## src/rtl/mult_seq_ctrl_pkg.sv

```systemverilog
// Shared definitions for the repeated-addition multiplier sequencer.
package mult_seq_ctrl_pkg;

  // Default operand width; the product is twice this wide.
  localparam int unsigned MULT_N = 8;

  // Sequencer states, encoded as in the original shared header.
  typedef enum logic [1:0] {
    ST_IDLE = 2'd0,
    ST_LOAD = 2'd1,
    ST_ADD  = 2'd2,
    ST_DONE = 2'd3
  } mult_state_e;

endpackage : mult_seq_ctrl_pkg

```

## src/rtl/mult_seq_ctrl.sv

```systemverilog
// Sequencer for the repeated-addition multiplier: handshakes an operand pair,
// drives the external down-counter and accumulates the larger operand once
// per count into a 2N-bit product register.
module mult_seq_ctrl
  import mult_seq_ctrl_pkg::*;
#(
  parameter int unsigned N = MULT_N
) (
  input  logic           clk,
  input  logic           reset_n,
  input  logic           start,
  input  logic [N-1:0]   a,
  input  logic [N-1:0]   b,
  input  logic           abort,
  output logic           ready,
  output logic           busy,
  output logic           done,
  output logic           aborted,
  output logic [2*N-1:0] product,
  output logic           cnt_load,
  output logic           cnt_dec,
  output logic [N-1:0]   cnt_data,
  input  logic [N-1:0]   cnt_count
);

  localparam logic [N-1:0] CNT_ONE = N'(1);

  mult_state_e    state_q,    state_d;
  logic [N-1:0]   mcand_q,    mcand_d;
  logic [N-1:0]   cnt_data_q, cnt_data_d;
  logic [2*N-1:0] product_q,  product_d;
  logic           aborted_q,  aborted_d;

  // State and datapath registers.
  always_ff @(posedge clk or negedge reset_n) begin
    if (!reset_n) begin
      state_q    <= ST_IDLE;
      mcand_q    <= '0;
      cnt_data_q <= '0;
      product_q  <= '0;
      aborted_q  <= 1'b0;
    end else begin
      state_q    <= state_d;
      mcand_q    <= mcand_d;
      cnt_data_q <= cnt_data_d;
      product_q  <= product_d;
      aborted_q  <= aborted_d;
    end
  end

  // Next-state, datapath update and state-decoded outputs.
  always_comb begin
    state_d    = state_q;
    mcand_d    = mcand_q;
    cnt_data_d = cnt_data_q;
    product_d  = product_q;
    aborted_d  = 1'b0;
    ready      = 1'b0;
    busy       = 1'b0;
    done       = 1'b0;
    cnt_load   = 1'b0;
    cnt_dec    = 1'b0;

    unique case (state_q)
      ST_IDLE: begin
        ready = 1'b1;
        if (start) begin
          // Smaller operand drives the count; on a tie the count comes from b.
          mcand_d    = (a < b) ? b : a;
          cnt_data_d = (a < b) ? a : b;
          product_d  = '0;
          state_d    = (a == '0 || b == '0) ? ST_DONE : ST_LOAD;
        end
      end
      ST_LOAD: begin
        busy     = 1'b1;
        cnt_load = 1'b1;
        if (abort) begin
          state_d   = ST_IDLE;
          aborted_d = 1'b1;
          product_d = '0;
        end else begin
          state_d = ST_ADD;
        end
      end
      ST_ADD: begin
        busy = 1'b1;
        if (abort) begin
          state_d   = ST_IDLE;
          aborted_d = 1'b1;
          product_d = '0;
        end else begin
          if (cnt_count != '0) begin
            product_d = product_q + {{N{1'b0}}, mcand_q};
            cnt_dec   = 1'b1;
          end
          // A count of 1 is the final add; 0 on entry is only defensive.
          if (cnt_count <= CNT_ONE) begin
            state_d = ST_DONE;
          end
        end
      end
      ST_DONE: begin
        done    = 1'b1;
        state_d = ST_IDLE;
      end
    endcase
  end

  assign aborted  = aborted_q;
  assign product  = product_q;
  assign cnt_data = cnt_data_q;

endmodule : mult_seq_ctrl

```

## config.mk

```make
export PLATFORM = sky130hd
export DESIGN_NAME = mult_seq_ctrl
export DESIGN_NICKNAME = d
export VERILOG_FILES = /design/src/rtl/mult_seq_ctrl_pkg.sv /design/src/rtl/mult_seq_ctrl.sv
export SDC_FILE = /design/constraint.sdc
export NUM_CORES = 1
export LEC_CHECK = 0
export ABC_AREA = 1
export ABC_CLOCK_PERIOD_IN_PS = 4500
export BUFFER_PORTS_ARGS = -buffer_cell sky130_fd_sc_hd__buf_2
export CAP_MARGIN = 20
export CORE_MARGIN = 5
export CORE_UTILIZATION = 50
export CTS_CLUSTER_DIAMETER = 60
export DETAILED_ROUTE_END_ITERATION = 10
export GPL_TIMING_DRIVEN = 1
export PLACE_DENSITY_LB_ADDON = 0.05
export SLEW_MARGIN = 20
export SYNTH_ARGS = -nofsm -noshare
export SYNTH_HDL_FRONTEND = slang
export SYNTH_SLANG_ARGS = --single-unit
```

## constraint.sdc

```tcl
create_clock -name clk -period 4.5 [get_ports clk]
set_input_delay 1.35 -clock clk [delete_from_list [all_inputs] [get_ports clk]]
set_output_delay 1.35 -clock clk [all_outputs]
set_load 0.01 [all_outputs]
```

# [Word-level counts from Yosys, hierarchy flattened]
# Index checks and enable logic that the tools add are counted.
[totals] output_inout_bits=30 reg_bits=35 elab_cells=47 inputBits=28
[op_classes] n_addsub=1 n_mux=22 order_cmp=2 n_eq_ne=7 reduce_logical=10
[ops] op="$mux 16" n=4
[ops] op="$pmux 16 s3" n=1
[ops] op="$add 16x8->16" n=1
[ops] op="$logic_not 8->1" n=2
[ops] op="$mux 8" n=2
[ops] op="$mux 2" n=5
[ops] op="$mux 1" n=9
[ops] op="$le 8x1->1 const B" n=1
[ops] op="$lt 8x8->1" n=1
[ops] op="$pmux 2 s4" n=1
[ops] op="$reduce_bool 8->1" n=1
[ops] op="$ne 3x3->1 const B" n=2
[ops] op="$eq 2x2->1 const B" n=2
[ops] op="$ne 2x2->1 const B" n=2
[ops] op="$reduce_and 2->1" n=2
[ops] op="$reduce_and 4->1" n=1
[ops] op="$reduce_bool 3->1" n=1
[ops] op="$eq 2x1->1 const B" n=1
[ops] op="$logic_not 2->1" n=1
[ops] op="$reduce_or 2->1" n=1
[ops] op="$logic_or 1x1->1" n=1

# [Longest topological paths before layout]
[logic_depth] ltp_word=5 mapped_depth=12 mapped_depth_nobuf=12

# [Worst setup path after synthesis]
# Ideal clock, no wire load.
[synth_path] kind="input port to output port" from="in abort" to="out cnt_dec" t_required_ns=3.150 t_arrival_ns=1.827 n_path_buf=0 stages=3 setup_slack_ns=1.323 cell_sequence="inv_1 nand2_1 nor2_1"
[synth_via] elab_chain_len=2
[synth_rtl] item="start: declaration" line="mult_seq_ctrl.sv:14" source="input logic abort,"
[synth_rtl] item="$mux 1" line="mult_seq_ctrl.sv:88" source="if (abort) begin"
[synth_rtl] item="$mux 1" line="mult_seq_ctrl.sv:64" source="unique case (state_q)"
[synth_rtl] item="end: declaration" line="mult_seq_ctrl.sv:21" source="output logic cnt_dec,"
# Every way passes these cells.

# [Worst setup path after layout]
# Ends and elaborated chain as after synthesis.

==> results.toml <==
[pwr]
p_leak_nw = 1.73
clockPowerShare_pct = 18.5
intPower_uw = 853
combPwrFrac_pct = 49.6
p_total_mw = 1.54
seqPwrFrac_pct = 31.8
p_per_area_nw_per_um2 = 523
vdd_drop_max_v = 0.000257
switching_share_pct = 44.7
power_switching_uw = 688

[cts]
h-tree-depth = 2
cts_buffer_depth = 2
cts_resized = 0
clkTransAtPathRegs_ns = 0.08
numCtsBuffers = 5
cts_root_buf = "clkbuf_8"
holdBufCountCts = 0
cts_tree = "done"
cts_setup_buffers = 0
clock_latency_ns = 0.29
cts.sinks = 35

[grt]
met3_usage_pct = 3.77
grt_usage_pct = 19.6
grt_pass1_wl_um = 9970
antenna_found_initial = 0
met1_usage_pct = 23.0
grt_busiest_layer = "met2"
grtUsageMet2_pct = 35.4
grt_max_degree = 36
grt_overflow = 0
grt_pass1_vias = 2310

[worst_setup_path]
end_kind = "output pin"
timing.rr.start = "state_q[0]"
crit_buf_inv = 3
critical_path.startpoint_type = "primary input"
arrival_ns = 2.11
slowest_stage = "nor2_1"
crit_chain = "buf_2 > inv_1 > nand2_1 > nor2_1 > buf_2"
cp.required_ns = 3.15
cpPeakStageDelay_ns = 0.25
crit_top_cell = "buf_2"
path_class = "primary input to output pin"
startpoint = "abort"
cp_top_family = "simple AND/OR/NAND/NOR gates"
cp_max_fo = 5

[floorplan]
fp.dieW_um = 80.8
start_util_pct = 52.4
die_area_sq_um = 6530
ios = 58
die_h_um = 80.8
placementRows = 25
core_area_sq_um = 4790

[routing]
firstDrtPassIters = 4
ant_nets = 0
avgViaCountPerCell = 5.03
totalWireLength_um = 5820
routedWlPerCell_um = 11.8
drc = 0
vias = 2487
drtIter0Drc = 114

[synthesis]
avgSynthCellArea_sq_um = 6.80
synthArstFlopShare_pct = 100
synthMuxAreaShare_pct = 0
yosysWarnings = 0
ys_ff_latch = 35
synth-xor-area-share_pct = 1.40
synth_top_area_cell = "dfrtp_1"
synthFlopType = "dfrtp_1"
synth_edf_count = 0
synthAdderAreaFrac_pct = 10.3
synth_cells = 369
ys_seq_area_share_pct = 34.9
synth_top_family_by_area = "simple AND/OR/NAND/NOR gates"
synth_nets = 417
synth_compound_area_share_pct = 6.34
yosysTopAreaCellShare_pct = 34.9
synth_cell_types = 27
synthTopCellsByArea = "dfrtp_1, nand2_1, nand3_1"
netlist_top_cells_count = "nand2_1, nand3_1, inv_1"
netlist_area_sq_um = 2510
synth-simple-area-share_pct = 38.5
yosysMostFrequentCell = "nand2_1"

[flow_run]
maxCapViolCount = 0

[timing]
finalCritPeriodShare_pct = 76.9
slew_headroom_pct = 48.9
tns_ns = 0
finalCriticalPeriod_ns = 3.46
drv_slew = 0
rsz0062_at_grt = "false"
worst_pin_slew_ns = 0.767
skew_ns = 0.00942
setup_viol = 0
fmax_mhz = 289
holdWs_ns = 0.477
fin_ws_ns = 1.04
finalHoldViolCount = 0

[placed_design]
portBuffers = 57
place_area_sq_um = 2840
gp_congestion = 0.893
dpl.hpwl_um = 4560
pre_cts_ws_ns = 1.04

[layout]
stdcell_area_sq_um = 2950
insertedDiodeCount = 0
drive_gt1_share_pct = 17.1
area_growth_syn_to_layout_pct = 17.7
fillers = 470
layout.nets = 474

[outcome]
status = "finished clean"

[worst_hold_path]
hp-start = "cnt_data[1]"
worstHoldPathType = "register to register"
==> worst register-to-register path, cell delays in order (launching register included) <==
cell	delay [ns]
dfrtp_1	0.40
inv_1	0.11
ha_1	0.23
nand2_1	0.40
inv_1	0.53
nand3_1	0.19
nand2_1	0.10
==> per-stage QoR <==
step           utilization, %  std cells
3_5_place_dp             59.3        486
5_1_grt                  61.6        494
6_report                 61.6        494
4_1_cts                  61.6        494
2_1_floorplan               -        369
3_3_place_gp             59.3        486
==> flip-flops by register name (all words and copies together), names as in the netlist <==
| name | cells |
|---|---|
| aborted | 1 |
| state_q | 2 |
| product | 16 |
| mcand_q | 8 |
| cnt_data | 8 |
==> layout by cell type (no fill, tap or decap), drive strengths merged <==
master,count
a21boi,1
a21oi,14
a22oi,1
and3,1
buf,57
bufinv,1
clkbuf,5
clkinv,2
dfrtp,35
fa,1
ha,19
inv,47
nand2,131
nand2b,1
nand3,50
nand3b,1
nand4,7
nor2,35
o21a,1
o21ai,12
o22ai,1
xnor2,3
xor2,1
==> routing by layer <==
metal / vias up / routed length (um) / part of all wire (%)
li1: 1295 / - / -
met1: 1128 / 2640 / 45
met2: 59 / 2840 / 49
met3: 5 / 273 / 4.7
met4: 0 / 62 / 1.1
met5: - / 0 / 0
==> logic make-up (layout without fill, tap and decap cells) <==
logic type	after synthesis	count (layout)
buffers and inverters	54	112
adders and majority gates	20	20
xor gates and xnor gates	4	4
and+or+nand+nor	226	226
DFF	35	35
AOI/OAI and AO/OA	30	30
==> power by group through the flow <==
stage,clock (mW),combinational [mW],sequential [mW]
floorplan,0,0.544,0.509
global placement,0,0.762,0.495
detailed placement,0,0.772,0.496
CTS,0.294,0.774,0.492
global route,0.308,0.871,0.504
finish,0.286,0.765,0.491
==> layout make-up <==
type	instances	area, sq um	share of cell area, %
multi-input combinational	280	1420	48.0
sequential	35	876	29.7
timing repair buffer	57	285	9.67
inverter	47	176	5.98
tap	67	83.8	2.84
clock buffer	5	68.8	2.33
clock inverter	3	43.8	1.48
==> path summary, 6_finish.rpt <==
path | slack (ns) | end | depth (start not counted)
worst min register to register | 0.48 | cnt_data[1] | 2
max in group asynchronous | 2.89 | product[2] | 1
worst min-delay path | 0.48 | cnt_data[1] | 2
min in group asynchronous | 1.12 | product[6] | 1
worst max-delay path | 1.04 | cnt_dec | 5
worst max register to register | 2.48 | cnt_data[3] | 6
Power figures use the tool's default switching activity.
